**src/rtl/osc_bank_meter.sv**
```systemverilog
// osc_bank_meter
//   Selects one of N_OSC free-running on-chip oscillators, brings it into the
//   clk domain, drives a gated (and optionally divided) copy to the
//   observation pad and measures its frequency by counting rising edges over
//   a programmable window of clk cycles.
//
// Ports
//   clk        system clock
//   rst_n      asynchronous active-low reset
//   osc_in     raw oscillator outputs, asynchronous to clk
//   osc_en     global enable; low gates osc_out and aborts a measurement
//   osc_sel    oscillator select
//   div_ratio  output divide ratio; 0 or 1 passes the synchronised osc through
//   win_len    measurement window in clk cycles; 0 returns an empty result
//   start      single-cycle pulse that begins a measurement
//   osc_out    gated, optionally divided selected oscillator
//   busy       measurement in progress
//   done       one-cycle pulse, edge_cnt/ovf just updated
//   edge_cnt   rising edges counted in the last completed window
//   ovf        count saturated in the last completed window
module osc_bank_meter #(
  parameter int N_OSC = 4,
  parameter int SEL_W = 2,
  parameter int DIV_W = 8,
  parameter int WIN_W = 16,
  parameter int CNT_W = 16
) (
  input  logic             clk,
  input  logic             rst_n,
  input  logic [N_OSC-1:0] osc_in,
  input  logic             osc_en,
  input  logic [SEL_W-1:0] osc_sel,
  input  logic [DIV_W-1:0] div_ratio,
  input  logic [WIN_W-1:0] win_len,
  input  logic             start,
  output logic             osc_out,
  output logic             busy,
  output logic             done,
  output logic [CNT_W-1:0] edge_cnt,
  output logic             ovf
);

  typedef enum logic [1:0] {
    IDLE    = 2'd0,
    ARM     = 2'd1,
    MEASURE = 2'd2
  } state_t;

  state_t           state;
  logic             arm_cnt;

  logic [SEL_W-1:0] sel_lat;
  logic [SEL_W-1:0] sel_eff;
  logic [SEL_W-1:0] sel_prev;
  logic [1:0]       flush_cnt;

  logic             osc_raw;
  logic             sync_p0;
  logic             sync_p1;
  logic             sync_p2;
  logic             rise_p2;

  logic             bypass;
  logic [DIV_W-1:0] div_cnt;
  logic             div_tog;

  logic [WIN_W-1:0] win_cnt;
  logic [CNT_W-1:0] acc;
  logic             acc_ovf;
  logic [CNT_W:0]   acc_next;

  // Saturating increment; returns {ovf, count}. An edge arriving while the
  // count is already at full scale sets ovf instead of wrapping.
  function automatic logic [CNT_W:0] sat_inc(input logic [CNT_W-1:0] cnt,
                                             input logic             ovf_in,
                                             input logic             inc);
    if (!inc)
      return {ovf_in, cnt};
    if (&cnt)
      return {1'b1, cnt};
    return {ovf_in, cnt + 1'b1};
  endfunction

  // While a measurement runs the latched select is used, so osc_sel changes
  // cannot disturb the count.
  assign sel_eff = (state == IDLE) ? osc_sel : sel_lat;

  always_comb begin
    osc_raw = 1'b0;
    for (int i = 0; i < N_OSC; i++) begin
      if (sel_eff == SEL_W'(i))
        osc_raw = osc_in[i];
    end
  end

  // ---- stage p0..p2: synchroniser and edge detector ----
  // A select change pushes a new oscillator into the chain; the old/new
  // boundary would look like an edge, so detection is masked for the two
  // cycles it takes to flush through sync_p1/sync_p2.
  always_ff @(posedge clk or negedge rst_n) begin
    if (!rst_n) begin
      sync_p0   <= 1'b0;
      sync_p1   <= 1'b0;
      sync_p2   <= 1'b0;
      sel_prev  <= '0;
      flush_cnt <= 2'd0;
    end else begin
      sync_p0  <= osc_raw;
      sync_p1  <= sync_p0;
      sync_p2  <= sync_p1;
      sel_prev <= sel_eff;
      if (sel_eff != sel_prev)
        flush_cnt <= 2'd2;
      else if (flush_cnt != 2'd0)
        flush_cnt <= flush_cnt - 2'd1;
    end
  end

  assign rise_p2 = sync_p1 & ~sync_p2 & (flush_cnt == 2'd0);

  // ---- output divider and pad gating ----
  assign bypass = (div_ratio <= DIV_W'(1));

  always_ff @(posedge clk or negedge rst_n) begin
    if (!rst_n) begin
      div_cnt <= '0;
      div_tog <= 1'b0;
      osc_out <= 1'b0;
    end else begin
      if (!osc_en || bypass) begin
        div_cnt <= '0;
        div_tog <= 1'b0;
      end else if (rise_p2) begin
        // >= keeps the divider sane if div_ratio shrinks below div_cnt
        if (div_cnt >= div_ratio - 1'b1) begin
          div_cnt <= '0;
          div_tog <= ~div_tog;
        end else begin
          div_cnt <= div_cnt + 1'b1;
        end
      end
      osc_out <= osc_en & (bypass ? sync_p1 : div_tog);
    end
  end

  // ---- measurement control ----
  assign acc_next = sat_inc(acc, acc_ovf, rise_p2);

  always_ff @(posedge clk or negedge rst_n) begin
    if (!rst_n) begin
      state    <= IDLE;
      arm_cnt  <= 1'b0;
      busy     <= 1'b0;
      done     <= 1'b0;
      edge_cnt <= '0;
      ovf      <= 1'b0;
    end else begin
      done <= 1'b0;
      case (state)
        IDLE: begin
          if (start) begin
            if (win_len == '0) begin
              done     <= 1'b1;
              edge_cnt <= '0;
              ovf      <= 1'b0;
            end else if (osc_en) begin
              state   <= ARM;
              busy    <= 1'b1;
              arm_cnt <= 1'b0;
            end
          end
        end
        ARM: begin
          if (!osc_en) begin
            state <= IDLE;
            busy  <= 1'b0;
          end else if (arm_cnt) begin
            state <= MEASURE;
          end else begin
            arm_cnt <= 1'b1;
          end
        end
        MEASURE: begin
          if (!osc_en) begin
            state <= IDLE;
            busy  <= 1'b0;
          end else if (win_cnt == WIN_W'(1)) begin
            state    <= IDLE;
            busy     <= 1'b0;
            done     <= 1'b1;
            edge_cnt <= acc_next[CNT_W-1:0];
            ovf      <= acc_next[CNT_W];
          end
        end
        default: begin
          state <= IDLE;
          busy  <= 1'b0;
        end
      endcase
    end
  end

  // ---- measurement datapath ----
  // Window length and select are captured on the start that leaves IDLE, so
  // later changes to win_len/osc_sel only affect the next measurement.
  always_ff @(posedge clk) begin
    if (state == IDLE && start && osc_en && win_len != '0) begin
      sel_lat <= osc_sel;
      win_cnt <= win_len;
      acc     <= '0;
      acc_ovf <= 1'b0;
    end else if (state == MEASURE) begin
      win_cnt        <= win_cnt - 1'b1;
      {acc_ovf, acc} <= acc_next;
    end
  end

endmodule

```
**config.mk**
```make
export PLATFORM = sky130hd
export DESIGN_NAME = osc_bank_meter
export DESIGN_NICKNAME = d
export VERILOG_FILES = /design/src/rtl/osc_bank_meter.sv
export SDC_FILE = /design/constraint.sdc
export NUM_CORES = 1
export LEC_CHECK = 0
export ABC_AREA = 0
export CORE_MARGIN = 2
export CORE_UTILIZATION = 35
export DETAILED_ROUTE_END_ITERATION = 6
export GPL_ROUTABILITY_DRIVEN = 0
export PLACE_DENSITY = 0.58
export SLEW_MARGIN = 20
export SYNTH_ARGS = -nofsm -noshare
export SYNTH_HDL_FRONTEND = slang
export SYNTH_SLANG_ARGS = --single-unit
```
**constraint.sdc**
```tcl
create_clock -name clk -period 3.1 [get_ports clk]
set_input_delay 0.62 -clock clk [delete_from_list [all_inputs] [get_ports clk]]
set_output_delay 0.62 -clock clk [all_outputs]
set_load 0.05 [all_outputs]
```
After elaboration in Yosys (flattened, before gate mapping)
Cells that the tools add are included.
- word-level logic and storage cells: 126
- flip-flop bits (word level): 74
- input port bits: 34
- bitwise gates (word level): 5
- muxes and demuxes: 56
- equality and inequality tests: 17
- magnitude comparators: 2
- $add $sub $neg: 5
- reductions and logical operators: 23
- operator list (kind ; count):
    $mux 16 ; 6
    $mux 17 ; 4
    $pmux 16 s2 ; 1
    $mux 1 ; 27
    $mux 8 ; 3
    $mux 2 ; 10
    $reduce_and 5->1 ; 4
    $add 16x1->16 const B ; 1
    $eq 16x1->1 const B ; 1
    $logic_not 16->1 ; 1
    $reduce_and 16->1 ; 1
    $reduce_bool 16->1 ; 1
    $sub 16x1->16 const B ; 1
    $ne 2x2->1 const B ; 7
    $reduce_bool 2->1 ; 7
    $add 8x1->8 const B ; 1
    $ge 8x8->1 ; 1
    $le 8x1->1 const B ; 1
    $sub 8x1->8 const B ; 1
    $eq 2x2->1 const B ; 3
    $logic_not 2->1 ; 3
    $ne 3x3->1 const B ; 2
    $pmux 1 s2 ; 3
    $pmux 2 s3 ; 1
    11 further kinds ; 17

Depth between registers and ports, before layout
- depth after elaboration: 10
- gate-level depth with buffers: 11
- mapped depth without buffers: 11

Worst setup path after synthesis
No wires, ideal clock.
- path kind: in2reg
- start: input div_ratio[5]
- end: register div_cnt[0]
- arrival time: 2.873 ns
- data required time: 3.035 ns
- cell stages on the path: 9
- library setup time: 0.065 ns
- setup slack: 0.162 ns
- path buffers: 0
- path through: or4_1 nor4_1 xnor2_1 ha_1 and3_1 a221oi_1 o31a_1 nor3b_1 mux2_2
- longest elaborated chain between the ends: 5
- elaborated cells on any way between the ends: 8
- those cells by class: add/sub (1); order compare (2); mux (3); reduce/logical (2)
- ends and longest elaborated chain (element ; line ; RTL):
    start: declaration ; 33 ; input logic [DIV_W-1:0] div_ratio,
    $sub 8x1->8 ; 135 ; if (div_cnt >= div_ratio - 1'b1) begin
    $ge 8x8->1 ; 135 ;
    $mux 8 ; 135 ;
    $mux 8 ; 133 ; end else if (rise_p2) begin
    $mux 8 ; 130 ; if (!osc_en || bypass) begin
    end signal: assignment ; 139 ; div_cnt <= div_cnt + 1'b1;
    end: declaration ; 64 ; logic [DIV_W-1:0] div_cnt;
Several ways; a longest one is shown, not always the timed one. The select of a mux whose other input is x is not followed.
A chain may end at the register's enable or synchronous reset.

Worst setup path in the final report
- start: input div_ratio[2]
- end: register div_tog
- longest elaborated chain between the ends: 4
- elaborated cells on any way between the ends: 8
- those cells by class: add/sub (1); order compare (2); mux (1); reduce/logical (4)
- ends and longest elaborated chain (element ; line ; RTL):
    $sub 8x1->8 / $le 8x1->1 (equally long branches) ; 135, 122 ;
    $ge 8x8->1 / $logic_or 1x1->1 (equally long branches) ; 135, 130 ;
    $reduce_bool 2->1 (no source line) ; -- ;
    $reduce_and 2->1 (no source line) ; -- ;
    end signal: assignment ; 137 ; div_tog <= ~div_tog;
    end: declaration ; 65 ; logic div_tog;
Several ways; a longest one is shown, not always the timed one.

==> impl_metrics.env <==
export IMPL_antenna_found_initial=0
export IMPL_ys_types=55
export IMPL_cts_tree="yes"
export IMPL_p_leak_uw=0.00207
export IMPL_wl_met1_um=4260
export IMPL_area_delta_synth_final_pct=26.2
export IMPL_path_max_fanout=3
export IMPL_viasPerCell=5.27
export IMPL_finalSetupViolCount=0
export IMPL_drtPass1Iterations=6
export IMPL_ant_nets=0
export IMPL_p_seq_frac=0.441
export IMPL_post_dp_hpwl_um=6830
export IMPL_synth_yosys_seq_area_share=0.446
export IMPL_fin_crit_sh=0.961
export IMPL_ys_ff_latch=74
export IMPL_top_layer_used="met4"
export IMPL_route_detailed_drc=2
export IMPL_wl_per_cell_um=14.4
export IMPL_fin_cells=658
export IMPL_rsz0062_at_grt="no"
export IMPL_synth_cell_area_mm2=0.00416
export IMPL_power_frac_comb=0.174
export IMPL_clock_latency_ps=330
export IMPL_io_pins=54
export IMPL_grt_pass1_wl_um=15900
export IMPL_gr_total_overflow=0
export IMPL_core_mm2=0.0115
export IMPL_vias=3469
export IMPL_final_hold_violation_count=0
export IMPL_diodes=0
export IMPL_status="finished with violations"
export IMPL_grt_max_degree=40
export IMPL_yosysTopAreaCellShare=0.235
export IMPL_min_period_ps=2980
export IMPL_min_path_type="reg2reg"
export IMPL_cp_num_buf_inv=3
export IMPL_syn_area_per_cell_um2=9.25
export IMPL_rows=39
export IMPL_drive_gt1_frac=0.0893
export IMPL_fmax_mhz=336
export IMPL_final_util=0.456
export IMPL_crit_family="simple AND/OR/NAND/NOR gates"
export IMPL_totalWireLength_um=9480
export IMPL_power_switching_share=0.268
export IMPL_crit_required_ps=3360
export IMPL_grt_usage=0.154
export IMPL_power_clock_fraction=0.386
export IMPL_synth_edf_count=18
export IMPL_cts_sinks=74
export IMPL_worstSetupPathType="in2reg"
export IMPL_syn_num_nets=499
export IMPL_crit_chain="clkdlybuf4s50_1, or4_4, buf_6, nor2_4, xnor2_1, ha_1, and3_4, o21ai_1, o31a_1, buf_4, or3_4, a21oi_2"
export IMPL_synth_ff_type="dfrtp_1"
export IMPL_nets=559
export IMPL_synthArstFlopShare=0.527
export IMPL_intPower_uw=1940
export IMPL_clkTransAtPathRegs_ps=60
export IMPL_wl_met3_um=452
export IMPL_drv_cap=0
export IMPL_slew_headroom=0.373
export IMPL_die_w_um=113
export IMPL_powerDensity_mw_per_mm2=505
export IMPL_ir_worst_vdd_uv=235
export IMPL_cts_buffers_inserted=9
export IMPL_wl_met2_um=4640
export IMPL_cts_setup_buffers=0
export IMPL_place_inst=642
export IMPL_startpoint_type="primary input"
export IMPL_endpoint_kind="flip-flop"
export IMPL_critPathArrivalTime_ps=3240
export IMPL_cts_buffer_depth=2
export IMPL_fp_dieArea_mm2=0.0128
export IMPL_grt_pass1_vias=3351
export IMPL_cpPeakStageDelay_ps=450
export IMPL_cts_root_buf="clkbuf_16"
export IMPL_violations="DRC"
export IMPL_worst_pin_slew_ps=941
export IMPL_cp_slowest_cell="or4_4"
export IMPL_die_y_um=113
export IMPL_synth_area_leaders="dfrtp_1, edfxtp_1, dfxtp_1"
export IMPL_yosys_warnings=0
export IMPL_synth_largest_area_cell="dfrtp_1"
export IMPL_synthCells=450
export IMPL_p_sw_uw=712
export IMPL_start_util=0.361
export IMPL_htree_levels=3
export IMPL_maxSlewViolCount=0
export IMPL_power_uw=2650
export IMPL_placement_io_buffers=53
export IMPL_fin_worst_skew_ps=3.10
export IMPL_drtIter0Drc=232
==> area by class of cell <==
type / instances / area (um2)
flip-flops and latches: 74 / 1860
clock buffers: 13 / 250
multi-input cells: 335 / 2180
fillers: 1127 / 6260
repair buffers: 70 / 667
clock inverters: 3 / 40.0
inverters: 20 / 75.1
well taps: 143 / 179
==> power groups by stage <==
stage / logic, uW / clock network [uW] / registers [uW]
CTS: 464 / 1060 / 1170
detailed placement: 461 / 0 / 1190
floorplan: 278 / 0 / 1190
finish: 461 / 1020 / 1170
global route: 514 / 1090 / 1180
global placement: 450 / 0 / 1190
==> cells in the mapped netlist, drive strengths merged, types with 6 or more instances <==
master / instances
nand2: 51
o21ai: 47
dfrtp: 39
nor2: 37
xor2: 20
inv: 19
xnor2: 19
edfxtp: 18
clkbuf: 17
dfxtp: 17
a21oi: 16
nand3: 16
ha: 15
nand4: 12
nor4: 12
nor3: 8
a31oi: 7
and3: 6
and4: 6
mux2i: 6
o31ai: 6
or3: 6
==> logic make-up after synthesis <==
logic type	Yosys count	synth area share
xor+xnor	39	0.0821
simple gates	173	0.213
fa+ha+maj	15	0.0451
compound gates	101	0.157
buf+inv	41	0.0397
flops	74	0.446
mux	7	0.0171
==> stage by stage <==
| step | instance area (um2) | setup WS [ps] | hold WS [ps] | TNS (ps) |
|---|---|---|---|---|
| final | 5250 | 120 | 347 | 0 |
| after global routing | 5250 | 8.60 | 360 | 0 |
| after CTS | 5200 | 12.8 | 349 | 0 |
| after detailed placement | 4900 | -367 | 335 | -2570 |
| after global placement | 4900 | -314 | 336 | -2230 |
| after floorplan | 4160 | 162 | 324 | 0 |
==> registers in the layout (all words and copies together) (netlist names), 2 cells and up <==
name and count:
acc 16, div_cnt 8, edge_cnt 16, flush_cnt 2, sel_lat 2, sel_prev 2
state 2, win_cnt 16
==> metal layers <==
| layer | up-vias | global-route usage |
|---|---|---|
| met2 | 71 | 0.258 |
| met4 | 0 | 0.0512 |
| met5 | - | 0 |
| met3 | 11 | 0.0380 |
| met1 | 1646 | 0.195 |
| li1 | 1741 | - |
==> cells in the final DEF (no fill, tap or decap), types with 12 or more instances in the layout <==
cell type	count
nand2_1	51
clkdlybuf4s50_1	48
o21ai_0	46
dfrtp_1	39
nor2_1	36
xor2_1	20
inv_1	19
xnor2_1	19
edfxtp_1	18
dfxtp_1	17
nand3_1	16
buf_4	16
a21oi_1	15
ha_1	15
nand4_1	12
==> what timing repair did <==
action / CTS / global route
gates resized for setup: 1 / 14
setup endpoints to repair: 2 / 9
pin swaps: 0 / 5
hold buffers: 0 / 0
==> path summary, 6_finish.rpt <==
| kind | start | to | slack [ps] | depth (start not counted) |
|---|---|---|---|---|
| worst max register to register | flush_cnt[0] | edge_cnt[12] | 870 | 8 |
| worst max-delay path | div_ratio[2] | div_tog | 120 | 12 |
| min in group asynchronous | rst_n | div_cnt[7] | 390 | 1 |
| worst min register to register | sync_p0 | sync_p1 | 350 | 0 |
| max in group asynchronous | rst_n | edge_cnt[4] | 2170 | 1 |
| worst min-delay path | sync_p0 | sync_p1 | 350 | 0 |
Note: power is estimated with default switching activity, not from simulation.
==> patch: new RTL, config.mk and constraints unchanged <==
Encoding of `state_t`: now one-hot (3 bits for 3 states).
--- a/src/rtl/osc_bank_meter.sv
+++ b/src/rtl/osc_bank_meter.sv
@@ -40,10 +40,10 @@
   output logic             ovf
 );
 
-  typedef enum logic [1:0] {
-    IDLE    = 2'd0,
-    ARM     = 2'd1,
-    MEASURE = 2'd2
+  typedef enum logic [2:0] {
+    IDLE    = 3'b001,
+    ARM     = 3'b010,
+    MEASURE = 3'b100
   } state_t;
 
   state_t           state;
Formal check against the unedited RTL: same outputs for any inputs over 10 cycles, from zero or initial values and one cycle with rst_n low; not proved beyond that.
==> patch against the unedited design <==
  * Global-route usage grew 1.1 points
  * Design area grew 1.8%
  * Area after synthesis increased by 2.3%
  * Worst hold slack gained 0.0066 ns
  * Total power shrank 8.2%
  * Register-to-register slack lost 0.03 ns
  * Setup slack got worse by 0.013 ns
  * Routed wire length grew 8.4%
  * Sequential cell count is 1 higher
  * Critical path type unchanged
==> patch: results (changes against the unedited design) <==
Yosys
  – Synth cell types: 58 (+5.5%)
  – Synth top cells by count: nand2_1 (69), dfrtp_1 (39), o21ai_0 (36), nor2_1 (34), nand3_1 (26)
  – Seq/Total Area, Yosys: 0.443 (-0.00366)
  – Top cells by area, synth: dfrtp_1 (23%), edfxtp_1 (13%), dfxtp_1 (8.0%)
  – Post-synthesis async set-or-reset flop share: 0.533 (+0.00631)
  – Syn Inst Count: 475 (+5.6%)
  – Syn_nets: 524 (+5.0%)

Power
  – Seq group: 1110 uW (-5%)
  – Leakage power: 0.00200 uW (-3.1%)
  – VDD IR max: 0.214 mV (-9.0%)
  – Seq pwr share: 0.454 (+0.013)
  – Clock power frac: 0.410 (+0.024)

Route
  – First-pass iteration count of the detailed router: 5 (-1)
  – WL met2: 4810 um (+3.6%)
  – WL met1: 4850 um (+14%)
  – Detailed Route Iter0 Violations: 154 (-34%)
  – Vias per cell: 5.31 (+0.69%)
  – Post-Route WL: 10,300 um (+8.4%)

Outcome
  – Status: completed

Final layout
  – Layout cells sized above 1: 0.0809 (-0.00844)
  – Area of the multi-input gates: 2280 um^2 (+4.2%)
  – Design Area, Final: 5350 um^2 (+1.8%)
  – Buffering overhead: 0.125 (-0.00199)
  – Seq cells: 75 (+1.4%)
  – #MultiIn Comb: 368 (+9.9%)
  – Clkbuf count: 12 (-1)
  – # fillers: 1,172 (+4.0%)
  – Sequential cell area share: 0.352 (-0.00129)
  – Final Non-Filler Cells: 691 (+5.0%)
  – Signal inverters: 15 (-25%)

Placement
  – Place WS: -0.273 ns (+0.0936 ns)
  – Post-DP HPWL: 7190 um (+5.3%)
  – # placed instances: 675 (+5.1%)

Setup path
  – Critical Path Source: div_ratio[3]
  – R2r endpoint: acc[7]
  – Path depth of the worst reg2reg path: 7 (-1)
  – Crit path max fanout: 5 (+2)
  – Worst reg2reg setup slack: 0.84 ns (-0.03 ns)
  – Slowest cell delay on critical path: 0.56 ns (+0.11 ns)

GRT
  – Met2 Track Usage GR: 0.262 (+0.00362)
  – Pin count of the biggest net entering global routing: 41 (+2.5%)
  – Antenna violations before repair: 0 (unchanged)
  – Routing usage on met1: 0.225 (+0.0299)
  – Vias in the first global route: 3,594 (+7.3%)
  – Total GRT Usage: 0.165 (+0.0109)
  – First-pass GRT wire length: 17,300 um (+9.1%)

STA
  – FMAX: 334 MHz (-0.45%)
  – Worst-margin pin slew: 0.918 ns (-0.0231 ns)
[patch: cell types whose count changed after synthesis, sizes merged, moves of 3 or more]
cell,unedited run,this run
o21ai,47,36
nor2,37,34
a21oi,16,25
nand2,51,69
xor2,20,11
clkbuf,17,11
inv,19,15
nand3,16,26
nor3b,2,6
xnor2,19,23
nand4,12,8
and2,0,3
nor3,8,19
[patch: logic make-up after synthesis]
| logic type | Yosys count | synth area share |
|---|---|---|
| xor+xnor | 34 | 0.0700 |
| simple gates | 215 | 0.256 |
| compound gates | 97 | 0.139 |
| fa+ha+maj | 15 | 0.0441 |
| mux | 7 | 0.0165 |
| buf+inv | 32 | 0.0320 |
| flops | 75 | 0.443 |
[patch: timing repair]
| action | CTS | global route |
|---|---|---|
| hold endpoints to repair | 0 | 0 |
| hold buffers | 0 | 0 |
| resized for setup | 0 | 10 |
| setup endpoints to repair | 0 | 7 |
